==> src/rtl/bram_arb_pkg.sv <==
// Shared definitions for the framebuffer BRAM port arbiter: port-op encoding,
// frame geometry and default bus widths.
package bram_arb_pkg;

  typedef enum logic [1:0] {
    OP_IDLE = 2'd0,
    OP_RD   = 2'd1,
    OP_WR   = 2'd2
  } op_e;

  localparam int HSIZE          = 640;
  localparam int VSIZE          = 480;
  localparam int DEF_ADDR_W     = 19;
  localparam int DEF_DATA_W     = 16;
  localparam int DEF_WQ_DEPTH   = 4;

endpackage

==> src/rtl/bram_port_arbiter_if.sv <==
// Signal bundle between the arbiter, the scan-out reader, the host writer and the BRAM.
// Optional WR_STALL_CNT exists only when BRAM_ARB_STATS_EN is defined.
interface bram_port_arbiter_if
  import bram_arb_pkg::*;
#(
  parameter int ADDR_W   = DEF_ADDR_W,
  parameter int DATA_W   = DEF_DATA_W,
  parameter int WQ_DEPTH = DEF_WQ_DEPTH
) ();
  localparam int LVL_W = $clog2(WQ_DEPTH) + 1;

  logic              RD_REQ;
  logic [ADDR_W-1:0] RD_ADDR;
  logic              RD_VALID;
  logic [DATA_W-1:0] RD_DATA;
  // Host write handshake: a word transfers on a CLK edge where WR_VALID and
  // WR_READY are both 1; WR_READY never depends on WR_VALID in the same cycle.
  logic              WR_VALID;
  logic              WR_READY;
  logic [ADDR_W-1:0] WR_ADDR;
  logic [DATA_W-1:0] WR_DATA;
  logic [LVL_W-1:0]  WQ_LEVEL;
  logic              BRAM_EN;
  logic              BRAM_WE;
  logic [ADDR_W-1:0] BRAM_ADDR;
  logic [DATA_W-1:0] BRAM_DIN;
  logic [DATA_W-1:0] BRAM_DOUT;
  op_e               OP_STATE;
`ifdef BRAM_ARB_STATS_EN
  logic [15:0]       WR_STALL_CNT;
`endif

  modport slave (
    input  RD_REQ, RD_ADDR, WR_VALID, WR_ADDR, WR_DATA, BRAM_DOUT,
    output RD_VALID, RD_DATA, WR_READY, WQ_LEVEL,
           BRAM_EN, BRAM_WE, BRAM_ADDR, BRAM_DIN, OP_STATE
`ifdef BRAM_ARB_STATS_EN
    , output WR_STALL_CNT
`endif
  );

  modport master (
    output RD_REQ, RD_ADDR, WR_VALID, WR_ADDR, WR_DATA, BRAM_DOUT,
    input  RD_VALID, RD_DATA, WR_READY, WQ_LEVEL,
           BRAM_EN, BRAM_WE, BRAM_ADDR, BRAM_DIN, OP_STATE
`ifdef BRAM_ARB_STATS_EN
    , input WR_STALL_CNT
`endif
  );

endinterface

==> src/rtl/bram_arb_wfifo.sv <==
// Synchronous write-queue FIFO holding {addr, data} entries; DEPTH must be a
// power of 2 so the pointers wrap naturally.
module bram_arb_wfifo #(
  parameter int WIDTH = 35,
  parameter int DEPTH = 4,
  parameter int LVL_W = $clog2(DEPTH) + 1
) (
  input  logic             CLK,
  input  logic             RESET_N,
  input  logic             push,
  input  logic             pop,
  input  logic [WIDTH-1:0] din,
  output logic [WIDTH-1:0] dout,
  output logic             full,
  output logic             empty,
  output logic [LVL_W-1:0] level
);
  localparam int PW = $clog2(DEPTH);

  logic [WIDTH-1:0] mem [DEPTH];
  logic [PW-1:0]    wr_ptr;
  logic [PW-1:0]    rd_ptr;

  assign dout  = mem[rd_ptr];
  assign full  = (level == LVL_W'(DEPTH));
  assign empty = (level == '0);

  always_ff @(posedge CLK) begin
    if (push) mem[wr_ptr] <= din;
  end

  // Callers guarantee no push when full and no pop when empty.
  always_ff @(posedge CLK or negedge RESET_N) begin
    if (!RESET_N) begin
      wr_ptr <= '0;
      rd_ptr <= '0;
      level  <= '0;
    end else begin
      if (push) wr_ptr <= wr_ptr + 1'b1;
      if (pop)  rd_ptr <= rd_ptr + 1'b1;
      case ({push, pop})
        2'b10:   level <= level + 1'b1;
        2'b01:   level <= level - 1'b1;
        default: level <= level;
      endcase
    end
  end

endmodule

==> src/rtl/bram_port_arbiter.sv <==
// Single-port framebuffer BRAM arbiter: scan-out reads always win, queued host
// writes drain on idle cycles. BRAM_ARB_STATS_EN adds the WR_STALL_CNT counter.
module bram_port_arbiter
  import bram_arb_pkg::*;
#(
  parameter int ADDR_W   = DEF_ADDR_W,
  parameter int DATA_W   = DEF_DATA_W,
  parameter int WQ_DEPTH = DEF_WQ_DEPTH
) (
  input  logic              CLK,
  input  logic              RESET_N,
  bram_port_arbiter_if.slave bus
);
  localparam int LVL_W = $clog2(WQ_DEPTH) + 1;
  localparam int FW    = ADDR_W + DATA_W;

  op_e              op_q;
  op_e              op_d;
  logic             ready_en;
  logic             push;
  logic             pop;
  logic             fifo_full;
  logic             fifo_empty;
  logic [FW-1:0]    fifo_dout;
  logic [LVL_W-1:0] level;
  logic             rd_pend;

  // ready_en keeps WR_READY low while in reset and for the release edge itself.
  assign bus.WR_READY = ready_en & ~fifo_full;
  assign push         = bus.WR_VALID & bus.WR_READY;
  assign pop          = (op_d == OP_WR);
  assign bus.WQ_LEVEL = level;
  assign bus.OP_STATE = op_q;

  bram_arb_wfifo #(
    .WIDTH (FW),
    .DEPTH (WQ_DEPTH),
    .LVL_W (LVL_W)
  ) u_wfifo (
    .CLK     (CLK),
    .RESET_N (RESET_N),
    .push    (push),
    .pop     (pop),
    .din     ({bus.WR_ADDR, bus.WR_DATA}),
    .dout    (fifo_dout),
    .full    (fifo_full),
    .empty   (fifo_empty),
    .level   (level)
  );

  always_comb begin
    op_d = OP_IDLE;
    if (bus.RD_REQ)       op_d = OP_RD;
    else if (!fifo_empty) op_d = OP_WR;
  end

  always_ff @(posedge CLK or negedge RESET_N) begin
    if (!RESET_N) op_q <= OP_IDLE;
    else          op_q <= op_d;
  end

  always_ff @(posedge CLK or negedge RESET_N) begin
    if (!RESET_N) begin
      ready_en      <= 1'b0;
      bus.BRAM_EN   <= 1'b0;
      bus.BRAM_WE   <= 1'b0;
      bus.BRAM_ADDR <= '0;
      bus.BRAM_DIN  <= '0;
      rd_pend       <= 1'b0;
      bus.RD_VALID  <= 1'b0;
      bus.RD_DATA   <= '0;
    end else begin
      ready_en      <= 1'b1;
      bus.BRAM_EN   <= (op_d != OP_IDLE);
      bus.BRAM_WE   <= (op_d == OP_WR);
      bus.BRAM_ADDR <= (op_d == OP_WR) ? fifo_dout[FW-1:DATA_W] : bus.RD_ADDR;
      bus.BRAM_DIN  <= (op_d == OP_WR) ? fifo_dout[DATA_W-1:0] : '0;
      // BRAM_DOUT is valid the cycle after an enabled read; capture it then.
      rd_pend       <= (op_q == OP_RD);
      bus.RD_VALID  <= rd_pend;
      if (rd_pend) bus.RD_DATA <= bus.BRAM_DOUT;
    end
  end

`ifdef BRAM_ARB_STATS_EN
  logic [15:0] stall_cnt;

  always_ff @(posedge CLK or negedge RESET_N) begin
    if (!RESET_N)
      stall_cnt <= '0;
    else if (bus.WR_VALID && !bus.WR_READY && stall_cnt != 16'hFFFF)
      stall_cnt <= stall_cnt + 16'd1;
  end

  assign bus.WR_STALL_CNT = stall_cnt;
`endif

endmodule

==> src/flat_wrapper.sv <==
// flat-port wrapper written by rule: the top's interface ports become plain ports
module bram_port_arbiter_flat import bram_arb_pkg::*;
#(
  parameter int ADDR_W   = DEF_ADDR_W,
  parameter int DATA_W   = DEF_DATA_W,
  parameter int WQ_DEPTH = DEF_WQ_DEPTH
)
  (CLK, RESET_N, bus_RD_REQ, bus_RD_ADDR, bus_WR_VALID, bus_WR_ADDR, bus_WR_DATA, bus_BRAM_DOUT, bus_RD_VALID, bus_RD_DATA, bus_WR_READY, bus_WQ_LEVEL, bus_BRAM_EN, bus_BRAM_WE, bus_BRAM_ADDR, bus_BRAM_DIN, bus_OP_STATE);
  bram_port_arbiter_if #(.ADDR_W(ADDR_W), .DATA_W(DATA_W), .WQ_DEPTH(WQ_DEPTH)) bus_i ();
  input  logic CLK;
  input  logic RESET_N;
  input wire logic [$bits(bus_i.RD_REQ)-1:0] bus_RD_REQ;
  input wire logic [$bits(bus_i.RD_ADDR)-1:0] bus_RD_ADDR;
  input wire logic [$bits(bus_i.WR_VALID)-1:0] bus_WR_VALID;
  input wire logic [$bits(bus_i.WR_ADDR)-1:0] bus_WR_ADDR;
  input wire logic [$bits(bus_i.WR_DATA)-1:0] bus_WR_DATA;
  input wire logic [$bits(bus_i.BRAM_DOUT)-1:0] bus_BRAM_DOUT;
  output wire logic [$bits(bus_i.RD_VALID)-1:0] bus_RD_VALID;
  output wire logic [$bits(bus_i.RD_DATA)-1:0] bus_RD_DATA;
  output wire logic [$bits(bus_i.WR_READY)-1:0] bus_WR_READY;
  output wire logic [$bits(bus_i.WQ_LEVEL)-1:0] bus_WQ_LEVEL;
  output wire logic [$bits(bus_i.BRAM_EN)-1:0] bus_BRAM_EN;
  output wire logic [$bits(bus_i.BRAM_WE)-1:0] bus_BRAM_WE;
  output wire logic [$bits(bus_i.BRAM_ADDR)-1:0] bus_BRAM_ADDR;
  output wire logic [$bits(bus_i.BRAM_DIN)-1:0] bus_BRAM_DIN;
  output wire logic [$bits(bus_i.OP_STATE)-1:0] bus_OP_STATE;
  assign bus_i.RD_REQ = bus_RD_REQ;
  assign bus_i.RD_ADDR = bus_RD_ADDR;
  assign bus_i.WR_VALID = bus_WR_VALID;
  assign bus_i.WR_ADDR = bus_WR_ADDR;
  assign bus_i.WR_DATA = bus_WR_DATA;
  assign bus_i.BRAM_DOUT = bus_BRAM_DOUT;
  assign bus_RD_VALID = bus_i.RD_VALID;
  assign bus_RD_DATA = bus_i.RD_DATA;
  assign bus_WR_READY = bus_i.WR_READY;
  assign bus_WQ_LEVEL = bus_i.WQ_LEVEL;
  assign bus_BRAM_EN = bus_i.BRAM_EN;
  assign bus_BRAM_WE = bus_i.BRAM_WE;
  assign bus_BRAM_ADDR = bus_i.BRAM_ADDR;
  assign bus_BRAM_DIN = bus_i.BRAM_DIN;
  assign bus_OP_STATE = bus_i.OP_STATE;
  bram_port_arbiter #(.ADDR_W(ADDR_W), .DATA_W(DATA_W), .WQ_DEPTH(WQ_DEPTH)) u_core (.CLK(CLK), .RESET_N(RESET_N), .bus(bus_i));
endmodule
==> config.mk <==
export PLATFORM = sky130hd
export DESIGN_NAME = bram_port_arbiter_flat
export DESIGN_NICKNAME = d
export VERILOG_FILES = /design/src/rtl/bram_arb_pkg.sv /design/src/rtl/bram_port_arbiter_if.sv /design/src/rtl/bram_arb_wfifo.sv /design/src/rtl/bram_port_arbiter.sv /design/src/flat_wrapper.sv
export SDC_FILE = /design/constraint.sdc
export NUM_CORES = 1
export LEC_CHECK = 0
export ABC_AREA = 1
export CELL_PAD_IN_SITES_DETAIL_PLACEMENT = 0
export CELL_PAD_IN_SITES_GLOBAL_PLACEMENT = 1
export CORE_ASPECT_RATIO = 1.4
export CORE_MARGIN = 2
export CORE_UTILIZATION = 44
export CTS_BUF_LIST = sky130_fd_sc_hd__clkbuf_8
export CTS_CLUSTER_SIZE = 28
export DETAILED_ROUTE_END_ITERATION = 6
export GPL_TIMING_DRIVEN = 0
export PLACE_DENSITY_LB_ADDON = 0.1
export SLEW_MARGIN = 10
export SYNTH_ARGS = -nofsm -noshare
export SYNTH_HDL_FRONTEND = slang
export SYNTH_SLANG_ARGS = --single-unit
==> constraint.sdc <==
create_clock -name CLK -period 3.23 [get_ports CLK]
set_clock_uncertainty 0.1 [all_clocks]
set_input_delay 0.4845 -clock CLK [delete_from_list [all_inputs] [get_ports CLK]]
set_output_delay 0.4845 -clock CLK [all_outputs]
set_load 0.01 [all_outputs]
# Word-level counts from Yosys, hierarchy flattened
# Memory sizes are Yosys's and may differ from the RTL's.
# Cells that the tools add are included.
dict set report op_classes {
  muxes 7
  add_sub_neg 4
  eq_ne 5
  n_reduce_logical 3
  bitwise_logic 3
}
# operator count
set op_table {}
lappend op_table {{$mux W19} 1}
lappend op_table {{$mux W16} 1}
lappend op_table {{$pmux W3 S2} 1}
lappend op_table {{$add A2 B1 Y2 const B} 2}
lappend op_table {{$eq A2 B1 Y1 const B} 2}
lappend op_table {{$eq A2 B2 Y1 const B} 2}
lappend op_table {{$mux W2} 2}
lappend op_table {{$reduce_bool A2 Y1} 2}
lappend op_table {{$add A3 B1 Y3 const B} 1}
lappend op_table {{$eq A3 B3 Y1 const B} 1}
lappend op_table {{$logic_not A3 Y1} 1}
lappend op_table {{$sub A3 B1 Y3 const B} 1}
lappend op_table {{$and A1 B1 Y1} 2}
lappend op_table {{$mux W1} 2}
lappend op_table {{$not A1 Y1} 1}
dict set report totals {
  regBits 65
  mem_count 1
  ram_bits 140
  in_bits 74
}
# name words width read_ports rd_clocked_by_memory_dff write_ports line
set mem_list {}
lappend mem_list {u_core.u_wfifo.mem 4 35 1 0 1 bram_arb_wfifo.sv:20} ;# logic [WIDTH-1:0] mem [DEPTH];

# Longest topological paths before layout
# Gate-level depths: netlist of the first run.
dict set report logic_depth {
  ltp_word 6
  mapped_depth 12
  mapped_depth_nobuf 11
}

# Cells and area by module
# From an unflattened synthesis of the first run, not the netlist that was laid out.
dict set report hier_totals {
  hier_cells 672
  hier_area_um2 8092.8
}
# module instances area_each_um2 cells_each seq_area_each_um2
set by_module_without_submodules {}
lappend by_module_without_submodules {bram_arb_wfifo 1 6000.8 457 4379.2}
lappend by_module_without_submodules {bram_port_arbiter 1 2092.0 215 1426.4}

# Worst setup path before layout of the first run
# Ideal clock, no wire load.
dict set report synth_timing {
  path_type {register -> register}
  startpoint {register u_core.u_wfifo.level[0]}
  endpoint {memory u_core.u_wfifo.mem[0][0] (enable)}
  path_stages_with_launch 5
  setup_slack_ps 408
  arrival_time_ps 2295
  setup_time_ps 427
  period_less_slack_ps 2822
  path_cell_list {dfrtp_1 -> nor2_2 -> nand2_1 -> nand3_1 -> nor2_1}
}
dict set report synth_via {
  elab_chain_len 6
}
# item line
set synth_lines {}
lappend synth_lines {{start, declared} bram_arb_wfifo.sv:16} ;# output logic [LVL_W-1:0] level
lappend synth_lines {{start signal, assigned} bram_arb_wfifo.sv:42} ;# 2'b10: level <= level + 1'b1;
lappend synth_lines {{start signal, assigned} bram_arb_wfifo.sv:43} ;# 2'b01: level <= level - 1'b1;
lappend synth_lines {{start signal, assigned} bram_arb_wfifo.sv:44} ;# default: level <= level;
lappend synth_lines {{$eq A3 B3 Y1} bram_arb_wfifo.sv:25} ;# assign full = (level == LVL_W'(DEPTH));
lappend synth_lines {{$not A1 Y1} bram_port_arbiter.sv:29} ;# assign bus.WR_READY = ready_en & ~fifo_full;
lappend synth_lines {{$and A1 B1 Y1} bram_port_arbiter.sv:29}
lappend synth_lines {{$and A1 B1 Y1} bram_port_arbiter.sv:30} ;# assign push = bus.WR_VALID & bus.WR_READY;
lappend synth_lines {{$mux W1} bram_arb_wfifo.sv:29} ;# if (push) mem[wr_ptr] <= din;
lappend synth_lines {{$mux W1 (not written as such)} bram_arb_wfifo.sv:29}
lappend synth_lines {{end, declared} bram_arb_wfifo.sv:20}
# Every way passes these cells.

# Worst setup path in the final report of the first run
dict set report layout_timing {
  startpoint {register u_core.u_wfifo.level[0]}
  endpoint {memory u_core.u_wfifo.mem[0][11] (enable)}
}
# The elaborated chain is that of the path after synthesis.

==> summary.txt, run 1 <==
Outcome
  • Status: complete, no violations

STA
  • # setup viols final: 0
  • Max transition margin: 0.434
  • Max Freq: 410 MHz
  • Slew @ Worst Pin: 848 ps
  • TNS Setup: 0 ps
  • Pins over their slew limit: 0
  • Fin. Hold Viols: 0
  • Tmin final: 2440 ps
  • Final worst path period share: 0.755
  • Worst setup margin: 792 ps
  • RSZ-0062 raised after global routing: no

Finish
  • FILL cells: 1578
  • Final std cells w/o fill: 1169
  • Share of layout cells above drive strength 1: 0.116
  • Design area: 0.0106 mm^2
  • Area growth from synthesis to layout: 28.3%
  • Finished Core Util: 0.573
  • Antenna diode count: 0
  • Layout net count: 982
  • Commonest non-fill, non-tap cell in the layout: nand2_1
  • Most frequent cells in the layout: nand2_1 (257), edfxtp_1 (140), inv_1 (137)

Global route
  • First-pass GRT wire length: 29000 um
  • Antenna violations before repair: 0
  • Largest net degree at the start of global routing: 48
  • Total gr overflow: 0
  • Number of global-route vias before repair: 5686
  • Total Routing Usage GR: 0.188

Worst setup path
  • Critical R2R Launch: u_core.u_wfifo.level[0]$_DFFE_PN0P_
  • Crit end category: flip-flop
  • Worst Setup EP: u_core.u_wfifo.mem[0][11]$_DFFE_PP_
  • Max Fanout on Critical Path: 20
  • Worst r2r path cells: 5
  • CP arrival: 2600 ps
  • Worst setup path startpoint: u_core.u_wfifo.level[0]$_DFFE_PN0P_
  • WP data required: 3390 ps
  • WS Path Type: reg2reg
  • CP Launch Type: flip-flop
  • FF-to-FF End: u_core.u_wfifo.mem[0][11]$_DFFE_PP_
  • R2R Setup Slk: 790 ps

Pwr
  • Peak VDD IR: 0.401 mV
  • Sequential share of power: 0.420
  • Part of the power in combinational logic: 0.357
  • Cell leakage power: 4.72 nW
  • Int Pwr: 0.00549 W
  • Clock network power share: 0.223
  • Power per Cell Area: 778 mW/mm^2
  • Sw Ratio: 0.335
  • Net Sw Power: 0.00277 W

Clock network
  • Longest Clk Path Bufs: 3
  • Clock sinks: 205
  • Later-pin clock latency in the skew report: 560 ps
  • Buffers inserted by post-CTS timing repair: 0
  • Clock transition at the registers of the reported paths: 70 ps
  • # hold bufs at CTS: 1
  • H-tree Lvls: 1
  • Cts repair resizes: 0
  • CTS tree: done
  • Root Driver: clkbuf_8
  • CTS buffer count: 30

Route
  • Routed WL: 18400 um
  • TritonRoute pass-1 iters: 4
  • Total number of vias: 5475
  • Avg WL per Cell: 15.7 um
  • WL met3: 1140 um
  • Initial detailed-routing violation count: 235
  • Met2 wire len: 9790 um
  • Antenna Nets Post-Route: 0
  • Via/cell ratio: 4.68
  • Max Used Layer: met4
  • # DRC: 0
  • Metal-1 WL: 7130 um

Floorplan
  • CORE AREA: 0.0185 mm^2
  • FP Rows: 59
  • DIE WIDTH: 120 um
  • I/O pin count: 134
  • Die area: 0.0199 mm^2
  • Vert. Die Dim: 166 um
  • Initial Util: 0.447

Synthesis
  • Main synth FF type: edfxtp_1
  • Avg Cell Area, Syn: 11.3 um^2
  • Synthesized flop and latch total: 205
  • Count of different cell masters after synthesis: 29
  • Post-synth EDFFs: 140
  • Register area share after synthesis: 0.705
  • YS warnings: 0
  • Async SR Flop Fraction: 0.317
  • Syn_nets: 811
  • Syn Std Cell Area: 0.00827 mm^2
  • Cells after synthesis: 731

Hold path
  • Hold crit path type: in2async

Placed design
  • Pre-CTS WS: 347 ps
  • Placed inst area: 0.0101 mm^2
  • Final Wtd Congestion: 0.703
  • Buffers on Ports: 133
  • DP Wirelength: 12300 um
  • Placed cells: 1113

Run
  • Max-Cap Viols: 0
==> synthesized netlist by cell type (5+ instances only) <==
cell type / instances / area (um^2)
buf_2: 12 / 60.1
nand2_1: 257 / 965
buf_4: 14 / 105
ha_1: 5 / 62.6
mux2_2: 16 / 180
nor2_1: 5 / 18.8
dfrtp_1: 65 / 1630
nand3_1: 57 / 285
edfxtp_1: 140 / 4200
inv_1: 123 / 462
a21oi_2: 9 / 78.8
a21oi_1: 7 / 35.0
==> worst min-delay path by stage <==
stage | start | endpoint
2_1_floorplan | RESET_N | u_core.bus.BRAM_ADDR[0]$_DFF_PN0_
3_3_place_gp | u_core.rd_pend$_DFF_PN0_ | u_core.bus.RD_VALID$_DFF_PN0_
3_5_place_dp | u_core.rd_pend$_DFF_PN0_ | u_core.bus.RD_VALID$_DFF_PN0_
4_1_cts | RESET_N | u_core.bus.BRAM_ADDR[18]$_DFF_PN0_
5_1_grt | RESET_N | u_core.bus.BRAM_DIN[0]$_DFF_PN0_
6_report | RESET_N | u_core.bus.BRAM_DIN[0]$_DFF_PN0_
==> worst max-delay path, stage by stage, from the launching register on <==
cell     delay [ps]
dfrtp_1         420
nor2_2           80
nand2_1         110
nand3_1         370
nor2_4          800
buf_16          240
==> final cells by class <==
| cell class | count | area, um^2 | share of cell area |
|---|---|---|---|
| clock buffers | 32 | 440 | 0.0415 |
| plain buffers | 30 | 223 | 0.0210 |
| well taps | 244 | 305 | 0.0288 |
| flip-flops and latches | 205 | 5830 | 0.549 |
| clock inverters | 23 | 93.8 | 0.00884 |
| inverters | 126 | 475 | 0.0448 |
| repair buffers | 139 | 1470 | 0.138 |
| multi-input cells | 370 | 1780 | 0.167 |
==> metal layers <==
layer | vias to the layer above | global-route usage
met2 | 175 | 0.355
li1 | 2657 | -
met5 | - | 0
met1 | 2610 | 0.211
met4 | 0 | 0.0634
met3 | 33 | 0.0340
==> power by group through the flow <==
stage          Sequential (W)  Clock, W  Combinational [W]
4_1_cts               0.00347   0.00191            0.00301
3_3_place_gp          0.00353         0            0.00287
3_5_place_dp          0.00352         0            0.00300
2_1_floorplan         0.00366         0            0.00151
5_1_grt               0.00352   0.00204            0.00326
6_report              0.00347   0.00184            0.00295
==> cell families after synthesis <==
logic type | Yosys count | share of synthesized area
AOI/OAI and AO/OA | 19 | 0.0159
xor gates and xnor gates | 4 | 0.00514
adders and majority gates | 6 | 0.00998
buffers and inverters | 156 | 0.0844
DFF | 205 | 0.705
muxes | 16 | 0.0218
other | 1 | 0.000453
and+or+nand+nor | 324 | 0.158
==> per-stage QoR <==
step,hold WS [ps],power (W)
2_1_floorplan,88.9,0.00517
3_3_place_gp,253,0.00640
6_report,268,0.00826
5_1_grt,267,0.00881
3_5_place_dp,254,0.00652
4_1_cts,242,0.00840
==> state kept, by name (all words and copies together), names as in the netlist <==
name and cells:
u_core.rd_pend 1, u_core.u_wfifo.level 3, u_core.bus.OP_STATE 2, u_core.u_wfifo.wr_ptr 2, u_core.bus.BRAM_DIN 16, u_core.bus.RD_DATA 16, u_core.bus.RD_VALID 1, u_core.bus.BRAM_EN 1
u_core.u_wfifo.rd_ptr 2, u_core.bus.BRAM_WE 1, u_core.bus.BRAM_ADDR 19, u_core.u_wfifo.mem 140, u_core.ready_en 1
Power figures use the tool's default switching activity.
==> run 2: changes to the inputs <==
--- a/config.mk
+++ b/config.mk
@@ -10,7 +10,7 @@
 export CELL_PAD_IN_SITES_GLOBAL_PLACEMENT = 1
 export CORE_ASPECT_RATIO = 1.4
 export CORE_MARGIN = 2
-export CORE_UTILIZATION = 44
+export CORE_UTILIZATION = 39
 export CTS_BUF_LIST = sky130_fd_sc_hd__clkbuf_8
 export CTS_CLUSTER_SIZE = 28
 export DETAILED_ROUTE_END_ITERATION = 6
==> constraint.sdc (replaced) <==
create_clock -name CLK -period 2 [get_ports CLK]
set_clock_uncertainty 0.1 [all_clocks]
set_input_delay 0.3 -clock CLK [delete_from_list [all_inputs] [get_ports CLK]]
set_output_delay 0.3 -clock CLK [all_outputs]
set_load 0.01 [all_outputs]
==> run 2 against run 1 <==
Effect of this change:
- first-iteration DRC count grew 21%
- cell area grew 3.1%
- total power grew 70%
- hold slack lost 220 ps
- clock power grew 89%
- clock-buffer cell count grew 8
- non-clock buffer count grew 15
- critical endpoint is now u_core.u_wfifo.level[2]$_DFFE_PN0P_
- largest cell class unchanged
- highest routed layer unchanged
==> summary.txt, run 2 (synthesis gave the netlist of run 1 again) <==
Finish
  • Antenna diode count: 0 (unchanged)
  • Max FFs per register: 140 (unchanged)
  • Commonest non-fill, non-tap cell in the layout: nand2_1
  • Share of layout cells above drive strength 1: 0.148 (+0.0319)
  • Top Registers: u_core.u_wfifo.mem x140, u_core.bus.BRAM_ADDR x19
  • Layout net count: 998 (+1.6%)
  • Most frequent cells in the layout: nand2_1 (256), edfxtp_1 (140), inv_1 (129), clkdlybuf4s50_1 (129), dfrtp_1 (64)
  • Top reg by flops: u_core.u_wfifo.mem
  • Area growth from synthesis to layout: 32.2%
  • Design area: 0.0109 mm^2 (+3.1%)
  • Final std cells w/o fill: 1202 (+2.8%)

Floorplan
  • CORE AREA: 0.0210 mm^2 (+13%)
  • I/O pin count: 134 (unchanged)
  • Vert. Die Dim: 176 um (+6.1%)
  • FP Rows: 63 (+6.8%)
  • Die area: 0.0224 mm^2 (+12%)
  • Initial Util: 0.395 (-0.0519)
  • DIE WIDTH: 127 um (+6.0%)

Placed design
  • Placed inst area: 0.0101 mm^2 (+0.20%)
  • Buffers on Ports: 133 (unchanged)
  • Final Wtd Congestion: 0.762 (+8.4%)
  • Placed cells: 1129 (+1.4%)
  • DP Wirelength: 12500 um (+1.5%)
  • Pre-CTS WS: -692 ps (-1040 ps)

Global route
  • Number of global-route vias before repair: 5834 (+2.6%)
  • Total Routing Usage GR: 0.177 (-0.0116)
  • Antenna violations before repair: 0 (unchanged)
  • Largest net degree at the start of global routing: 56 (+17%)
  • Total gr overflow: 0 (unchanged)
  • First-pass GRT wire length: 30400 um (+4.9%)

Worst setup path
  • FF-to-FF End: u_core.u_wfifo.level[2]$_DFFE_PN0P_
  • WP data required: 2340 ps (-1050 ps)
  • CP Depth: 11 (+6)
  • Largest stage delay on the critical path: 420 ps (-380 ps)
  • WS Path Type: reg2reg
  • Slowest CP cell: dfrtp_1
  • CP Launch Type: flip-flop
  • Worst path buffer plus inverter count: 4 (+3)
  • Most used cell, CP: inv_2
  • Crit path max-delay family: adder cells
  • Worst Setup EP: u_core.u_wfifo.level[2]$_DFFE_PN0P_
  • Max Fanout on Critical Path: 4 (-80%)
  • Critical R2R Launch: u_core.u_wfifo.level[2]$_DFFE_PN0P_
  • Crit path cell chain: inv_2 > nand2_2 > nand2_4 > inv_2 > buf_8 > ha_2 > inv_2 > fa_2 > nand2_1 > nand3_1 > xor2_1
  • Worst setup path startpoint: u_core.u_wfifo.level[2]$_DFFE_PN0P_
  • Worst r2r path cells: 11 (+6)
  • R2R Setup Slk: 110 ps (-690 ps)
  • CP arrival: 2240 ps (-360 ps)
  • Crit end category: flip-flop

Clock network
  • Clock transition at the registers of the reported paths: 60 ps (about the same)
  • Root Driver: clkbuf_8
  • CTS tree: done
  • H-tree Lvls: 1 (unchanged)
  • Later-pin clock latency in the skew report: 550 ps (about the same)
  • Longest Clk Path Bufs: 3 (unchanged)
  • CTS buffer count: 31 (+3.3%)
  • Clock sinks: 205 (unchanged)

STA
  • Pins over their slew limit: 0 (unchanged)
  • Tmin final: 1890 ps (-544 ps)
  • Worst setup margin: 106 ps (-686 ps)
  • Final worst path period share: 0.947 (+0.192)
  • Max Freq: 528 MHz (+29%)
  • Fin. Hold Viols: 0 (unchanged)
  • RSZ-0062 raised after global routing: no
  • TNS Setup: 0 ps (unchanged)
  • # setup viols final: 0 (unchanged)

Route
  • Via/cell ratio: 4.60 (-1.9%)
  • Antenna Nets Post-Route: 0 (unchanged)
  • Avg WL per Cell: 16.3 um (+3.7%)
  • TritonRoute pass-1 iters: 4 (unchanged)
  • Total number of vias: 5525 (+0.91%)
  • # DRC: 0 (unchanged)
  • Routed WL: 19600 um (+6.6%)
  • Initial detailed-routing violation count: 284 (+21%)

Run
  • Max-Cap Viols: 0 (unchanged)

Pwr
  • Peak VDD IR: 0.627 mV (+56%)
  • Cell leakage power: 4.86 nW (+2.9%)
  • Power per Cell Area: 1290 mW/mm^2 (+65%)

Outcome
  • Status: complete, no violations

Hold path
  • Hold crit path type: in2async
## run 2: timing repair
action / CTS / global route
endpoints found under the setup margin: 143 / 23
hold endpoints to repair: 65 / 0
pin swaps: 5 / 4
hold buffers: 1 / 0
buffers inserted: 13 / 2
resized for setup: 12 / 4
## run 2: cell type report
cell class / count / area, um^2
well taps: 260 / 325
flip-flops and latches: 205 / 5830
clock inverters: 17 / 95.1
fillers: 1836 / 10000
plain buffers: 30 / 226
clock buffers: 40 / 551
inverters: 126 / 475
repair buffers: 154 / 1630
multi-input cells: 370 / 1800
## run 2: worst min path at each step
stage	slack (ps)	to	startpoint	depth (start not counted)
5_1_grt	60	u_core.bus.BRAM_ADDR[11]$_DFF_PN0_	RESET_N	2
3_5_place_dp	60	u_core.bus.BRAM_ADDR[1]$_DFF_PN0_	RESET_N	1
4_1_cts	20	u_core.bus.BRAM_ADDR[0]$_DFF_PN0_	RESET_N	2
3_3_place_gp	250	u_core.bus.RD_VALID$_DFF_PN0_	u_core.rd_pend$_DFF_PN0_	0
2_1_floorplan	-100	u_core.bus.BRAM_ADDR[0]$_DFF_PN0_	RESET_N	0
6_report	50	u_core.bus.BRAM_ADDR[11]$_DFF_PN0_	RESET_N	2
## run 2: layer usage
metal	track usage	part of all wire
met5	0	0
met4	0.0582	0.021
met2	0.335	0.53
met3	0.0288	0.058
met1	0.201	0.39
## run 2: stage by stage
stage          total power [W]  utilization  hold slack, ps
6_report                0.0141        0.522            50.0
5_1_grt                 0.0150        0.522            56.1
4_1_cts                 0.0143        0.520            20.6
3_5_place_dp            0.0106        0.481            61.8
3_3_place_gp            0.0104        0.474             254
2_1_floorplan          0.00836            -           -95.6
## run 2: power breakdown
part / switching [W] / leakage [nW] / internal, W
registers: 0.000267 / 2.06 / 0.00535
logic: 0.00280 / 2.43 / 0.00218
clock network: 0.00155 / 0.366 / 0.00191
